==> src/rtl/clock_controller.sv <==
// Clock-enable controller: free-run / single-step / halt CPU clocking from an async divided tick.
// Optional step-button debouncer enabled by defining CLOCK_CONTROLLER_DEBOUNCE_EN.
module clock_controller #(
  parameter int unsigned DEBOUNCE_CYCLES = 500_000
) (
  input  logic        clk_in,
  input  logic        reset,
  input  logic        tick_in,
  input  logic        run_mode,
  input  logic        step_btn,
  input  logic        halt,
  output logic        clk_en,
  output logic        halted,
  output logic        step_pending,
  output logic [15:0] en_count
);

  localparam int unsigned CNT_W = 16;

  typedef enum logic [1:0] {
    IDLE     = 2'd0,
    RUN      = 2'd1,
    STEP_ARM = 2'd2,
    HALTED   = 2'd3
  } state_e;

  if (DEBOUNCE_CYCLES == 0) begin : g_cfg_check
    $error("DEBOUNCE_CYCLES must be at least 1");
  end

  state_e             state_q, state_d;
  logic               tick_s1_q, tick_s2_q, tick_prev_q;
  logic               run_s1_q, run_s2_q;
  logic               btn_s1_q, btn_s2_q, btn_prev_q;
  logic               btn_level;
  logic               tick_rise;
  logic               step_press;
  logic               clk_en_d;
  logic               clk_en_q, halted_q, step_pending_q;
  logic [CNT_W-1:0]   en_count_q;

  // Two-flop synchronizers plus previous-value flops for edge detection
  always_ff @(posedge clk_in or negedge reset) begin
    if (!reset) begin
      tick_s1_q   <= 1'b0;
      tick_s2_q   <= 1'b0;
      tick_prev_q <= 1'b0;
      run_s1_q    <= 1'b0;
      run_s2_q    <= 1'b0;
      btn_s1_q    <= 1'b0;
      btn_s2_q    <= 1'b0;
      btn_prev_q  <= 1'b0;
    end else begin
      tick_s1_q   <= tick_in;
      tick_s2_q   <= tick_s1_q;
      tick_prev_q <= tick_s2_q;
      run_s1_q    <= run_mode;
      run_s2_q    <= run_s1_q;
      btn_s1_q    <= step_btn;
      btn_s2_q    <= btn_s1_q;
      btn_prev_q  <= btn_level;
    end
  end

`ifdef CLOCK_CONTROLLER_DEBOUNCE_EN
  localparam int unsigned DB_W = (DEBOUNCE_CYCLES > 1) ? $clog2(DEBOUNCE_CYCLES) : 1;

  logic [DB_W-1:0] db_cnt_q, db_cnt_d;
  logic            btn_level_q, btn_level_d;

  // Accept a new level only after it has differed for DEBOUNCE_CYCLES straight cycles
  always_comb begin
    db_cnt_d    = '0;
    btn_level_d = btn_level_q;
    if (btn_s2_q != btn_level_q) begin
      if (db_cnt_q == DB_W'(DEBOUNCE_CYCLES - 1)) begin
        btn_level_d = btn_s2_q;
      end else begin
        db_cnt_d = db_cnt_q + DB_W'(1);
      end
    end
  end

  always_ff @(posedge clk_in or negedge reset) begin
    if (!reset) begin
      db_cnt_q    <= '0;
      btn_level_q <= 1'b0;
    end else begin
      db_cnt_q    <= db_cnt_d;
      btn_level_q <= btn_level_d;
    end
  end

  assign btn_level = btn_level_q;
`else
  assign btn_level = btn_s2_q;
`endif

  assign tick_rise  = tick_s2_q & ~tick_prev_q;
  assign step_press = btn_level & ~btn_prev_q;

  always_ff @(posedge clk_in or negedge reset) begin
    if (!reset) begin
      state_q <= IDLE;
    end else begin
      state_q <= state_d;
    end
  end

  // Next-state: halt overrides everything; HALTED is left only through reset
  always_comb begin
    state_d = state_q;
    if (halt) begin
      state_d = HALTED;
    end else begin
      unique case (state_q)
        IDLE: begin
          if (run_s2_q) begin
            state_d = RUN;
          end else if (step_press) begin
            state_d = STEP_ARM;
          end
        end
        RUN: begin
          if (!run_s2_q) begin
            state_d = IDLE;
          end
        end
        STEP_ARM: begin
          if (run_s2_q) begin
            state_d = RUN;
          end else if (tick_rise) begin
            state_d = IDLE;
          end
        end
        HALTED: state_d = HALTED;
        default: state_d = IDLE;
      endcase
    end
  end

  // Enable pulse: suppressed on mode-change cycles and whenever halt is requested
  always_comb begin
    clk_en_d = 1'b0;
    if (!halt) begin
      unique case (state_q)
        RUN:      clk_en_d = run_s2_q & tick_rise;
        STEP_ARM: clk_en_d = ~run_s2_q & tick_rise;
        default:  clk_en_d = 1'b0;
      endcase
    end
  end

  always_ff @(posedge clk_in or negedge reset) begin
    if (!reset) begin
      clk_en_q       <= 1'b0;
      halted_q       <= 1'b0;
      step_pending_q <= 1'b0;
      en_count_q     <= '0;
    end else begin
      clk_en_q       <= clk_en_d;
      halted_q       <= (state_d == HALTED);
      step_pending_q <= (state_d == STEP_ARM);
      if (clk_en_d) begin
        en_count_q <= en_count_q + CNT_W'(1);
      end
    end
  end

  assign clk_en       = clk_en_q;
  assign halted       = halted_q;
  assign step_pending = step_pending_q;
  assign en_count     = en_count_q;

endmodule

==> config.mk <==
export PLATFORM = sky130hd
export DESIGN_NAME = clock_controller
export DESIGN_NICKNAME = d
export VERILOG_FILES = /design/src/rtl/clock_controller.sv
export SDC_FILE = /design/constraint.sdc
export NUM_CORES = 1
export LEC_CHECK = 0
export ABC_AREA = 1
export CORE_ASPECT_RATIO = 0.6
export CORE_MARGIN = 2
export CORE_UTILIZATION = 47
export DETAILED_ROUTE_END_ITERATION = 10
export PLACE_DENSITY_LB_ADDON = 0.3
export SLEW_MARGIN = 20
export SYNTH_ARGS = -nofsm -noshare
export SYNTH_HDL_FRONTEND = slang
export SYNTH_SLANG_ARGS = --single-unit
==> constraint.sdc <==
create_clock -name clk_in -period 1.5 [get_ports clk_in]
set_input_delay 0.375 -clock clk_in [delete_from_list [all_inputs] [get_ports clk_in]]
set_output_delay 0.375 -clock clk_in [all_outputs]
set_load 0.01 [all_outputs]
==> impl_metrics.ini <==
[clock_tree]
path_clk_slew_ns = 0.06
clk_latency_ns = 0.28
cts-buffers-inserted = 5
clk_path_buf_depth = 2
cts-root-buf = clkbuf_8
hold_buffers = 0
htree_levels = 2
cts_tree = done
clkSinkCount = 29

[synth]
synth_top_flop_cell = dfrtp_1
synth-seq-cells = 29
synth_top_area_share = 0.4957
synth_nets = 173
synth_commonest_cells = nand2_1, dfrtp_1, inv_1
synth_compound_area_frac = 0.03077
synthArstFlopShare = 1.000
syn_area_per_cell_sq_um = 9.036
yosys-top-cells-area = dfrtp_1, nand2_1, inv_1, ha_1, xor2_1
synth_edf_count = 0
synth-simple-area-share = 0.2949
synth_top_area_cell = dfrtp_1
synth-seq-area-share = 0.4957
syn_area_sq_um = 1464
synth_cell_type_count = 21
syn_inst = 162
synth_fa_ha_area_frac = 0.04274
synth_warnings = 0
synth.area.mux_share = 0
synth_top_family_by_area = simple AND/OR/NAND/NOR gates
synth_most_common_cell = nand2_1
synth_xor_area_frac = 0.07009

[power_and_ir_drop]
p_sw_w = 0.0003302
power.internal_w = 0.001354
clkPwrFrac = 0.495
totalPowerFinal_w = 0.001684
power.density_nw_per_um2 = 808.6
p_sw_frac = 0.1960
leakage_nw = 1.058
ir_drop_mv = 0.6292
pwr-share-seq = 0.474
p_comb_frac = 0.031

[global_routing]
gr-total-overflow = 0
grt_max_degree = 30
grtUsageTotal = 0.1889
antenna_found_initial = 0
grt_pass1_wl_um = 5002
first_global_vias = 1063

[critical_path]
crit_path_start_kind = flop
critPathMaxStageDelay_ns = 0.40
critical-path-top-delay-family = simple AND/OR/NAND/NOR gates
path_class = reg -> reg
r2r_cells = 8
critPathBufInv = 1
cp_num_cells = 8
end_kind = flop
cp_slowest_cell = dfrtp_1
cp.required_ns = 1.66
critPathArrivalTime_ns = 1.70
cp_max_fo = 8
critPathMostFrequentCell = nor2_4
crit_chain = inv_2 > ha_4 > nand2_4 > nor2_4 > nand2_8 > nor2_4 > nand2_2 > xnor2_2

[timing]
rsz0062_at_grt = yes
hold_violations = 0
layout_setup_ws_ns = -0.03709
slew_headroom = 0.8674
slew_viol_final = 0
fmax_mhz = 650.6
setup_violations = 5
min_period_ns = 1.537
tightestPinTransition_ns = 0.1989
skew_ns = 0.009455
post-route-period-util = 1.025

[final_layout]
final_layout_size_suffix_gt1_frac = 0.2857
final_cells = 252
multi_input_comb_area_sq_um = 721.9
syn_to_final_growth_pct = 42.31
nets = 220
n_antenna_cell = 0
fill_cells = 214
regArea_sq_um = 726.9

[placed_design]
hpwl_um = 2164
dp.cells = 239
portBuffers = 24
routabilityCongestion = 0.9761

[drt]
wl_per_cell_um = 12.66
postRouteAntennaNets = 0
drc = 0
drt-initial-drc-count = 86
drt_pass1_iterations = 4
vias = 1217
viasPerCell = 4.829
drt_wl_total_um = 3190

[die]
die-width_um = 76.05
core.rowCount = 15
fp.dieH_um = 47.23
dieArea_sq_um = 3592
start_util = 0.5032
coreArea_sq_um = 2909
ios = 25

[status]
status = finished with violations
violations = negative setup slack

[worst_hold_path]
hold_depth = 0
hp-class = reg -> reg

[run]
max_cap_viol_count = 0
-- power groups by stage --
stage	Clock (W)	Sequential, W	Combinational, W
6_report	0.000833	0.000799	0.0000519
5_1_grt	0.000892	0.000799	0.0000592
4_1_cts	0.000849	0.000799	0.0000529
3_5_place_dp	0	0.000813	0.0000523
3_3_place_gp	0	0.000812	0.0000508
2_1_floorplan	0	0.000812	0.0000150
-- path summary, 6_finish.rpt --
kind / start / end / slack, ns
min in group asynchronous: reset / run_s2_q / 0.46
setup / recovery: state_q[1] / en_count[9] / -0.04
hold / removal: btn_s1_q / btn_level / 0.35
hold reg to reg: btn_s1_q / btn_level / 0.35
setup reg to reg: state_q[1] / en_count[9] / -0.04
max in group asynchronous: reset / en_count[2] / 0.87
-- logic make-up (layout without fill, tap and decap cells) --
logic type	count (synthesis)	in the layout
xor+xnor	10	10
buf+inv	25	73
compound gates	9	9
fa+ha+maj	5	5
simple gates	84	84
flops	29	29
-- metal layers --
layer,global-route usage,up-vias,part of all wire
met2,0.3089,48,0.47
li1,-,593,-
met3,0.06346,4,0.081
met4,0.06545,0,0.011
met1,0.2463,572,0.44
met5,0,-,0
-- state kept, by name, indices dropped and copies added (netlist names) --
register      count
halted            1
clk_en            1
btn_level         1
run_s2_q          1
en_count         16
tick_s2_q         1
btn_prev_q        1
btn_s1_q          1
tick_prev_q       1
state_q           2
tick_s1_q         1
run_s1_q          1
step_pending      1
-- what timing repair did --
item,4_1_cts,5_1_grt
pin swaps,6,16
endpoints found under the setup margin,25,16
buffers inserted,6,0
resized for setup,23,18
-- cell usage in the layout (no fill, tap or decap), types with 3 or more instances in the layout --
cell type,Yosys,layout
nor2_4,5,6
inv_1,21,18
nand2_1,43,40
dlygate4sd2_1,0,17
nand2_2,5,7
clkbuf_8,0,6
nor2_2,2,3
buf_4,0,14
dfrtp_1,29,28
nor2_1,12,10
o21ai_1,4,4
xor2_1,7,6
o21ai_0,3,3
inv_2,3,6
nand4_1,7,7
ha_4,0,3
clkdlybuf4s50_1,0,5
nand3_1,6,5
-- per-stage QoR --
| stage | TNS [ns] | setup slack [ns] | area [sq um] | utilization | hold WS [ns] |
|---|---|---|---|---|---|
| after floorplan | 0 | 0.01378 | 1464 | - | 0.07941 |
| after global placement | -1.132 | -0.1420 | 1852 | 0.6366 | 0.3320 |
| after detailed placement | -1.585 | -0.1705 | 1852 | 0.6366 | 0.3409 |
| after CTS | -0.03062 | -0.01729 | 2019 | 0.6942 | 0.3555 |
| after global routing | -0.5999 | -0.1360 | 2083 | 0.7161 | 0.3590 |
| final | -0.1101 | -0.03709 | 2083 | 0.7161 | 0.3532 |
-- layout make-up --
class                      instances  area share
clock buffer                       6     0.03964
clock inverter                     2     0.01802
inverter                          25     0.04865
multi-input combinational        108      0.3465
sequential                        29      0.3489
tap                               42     0.02523
timing repair buffer              40      0.1730
No activity file was read; power rests on OpenSTA's default activity.
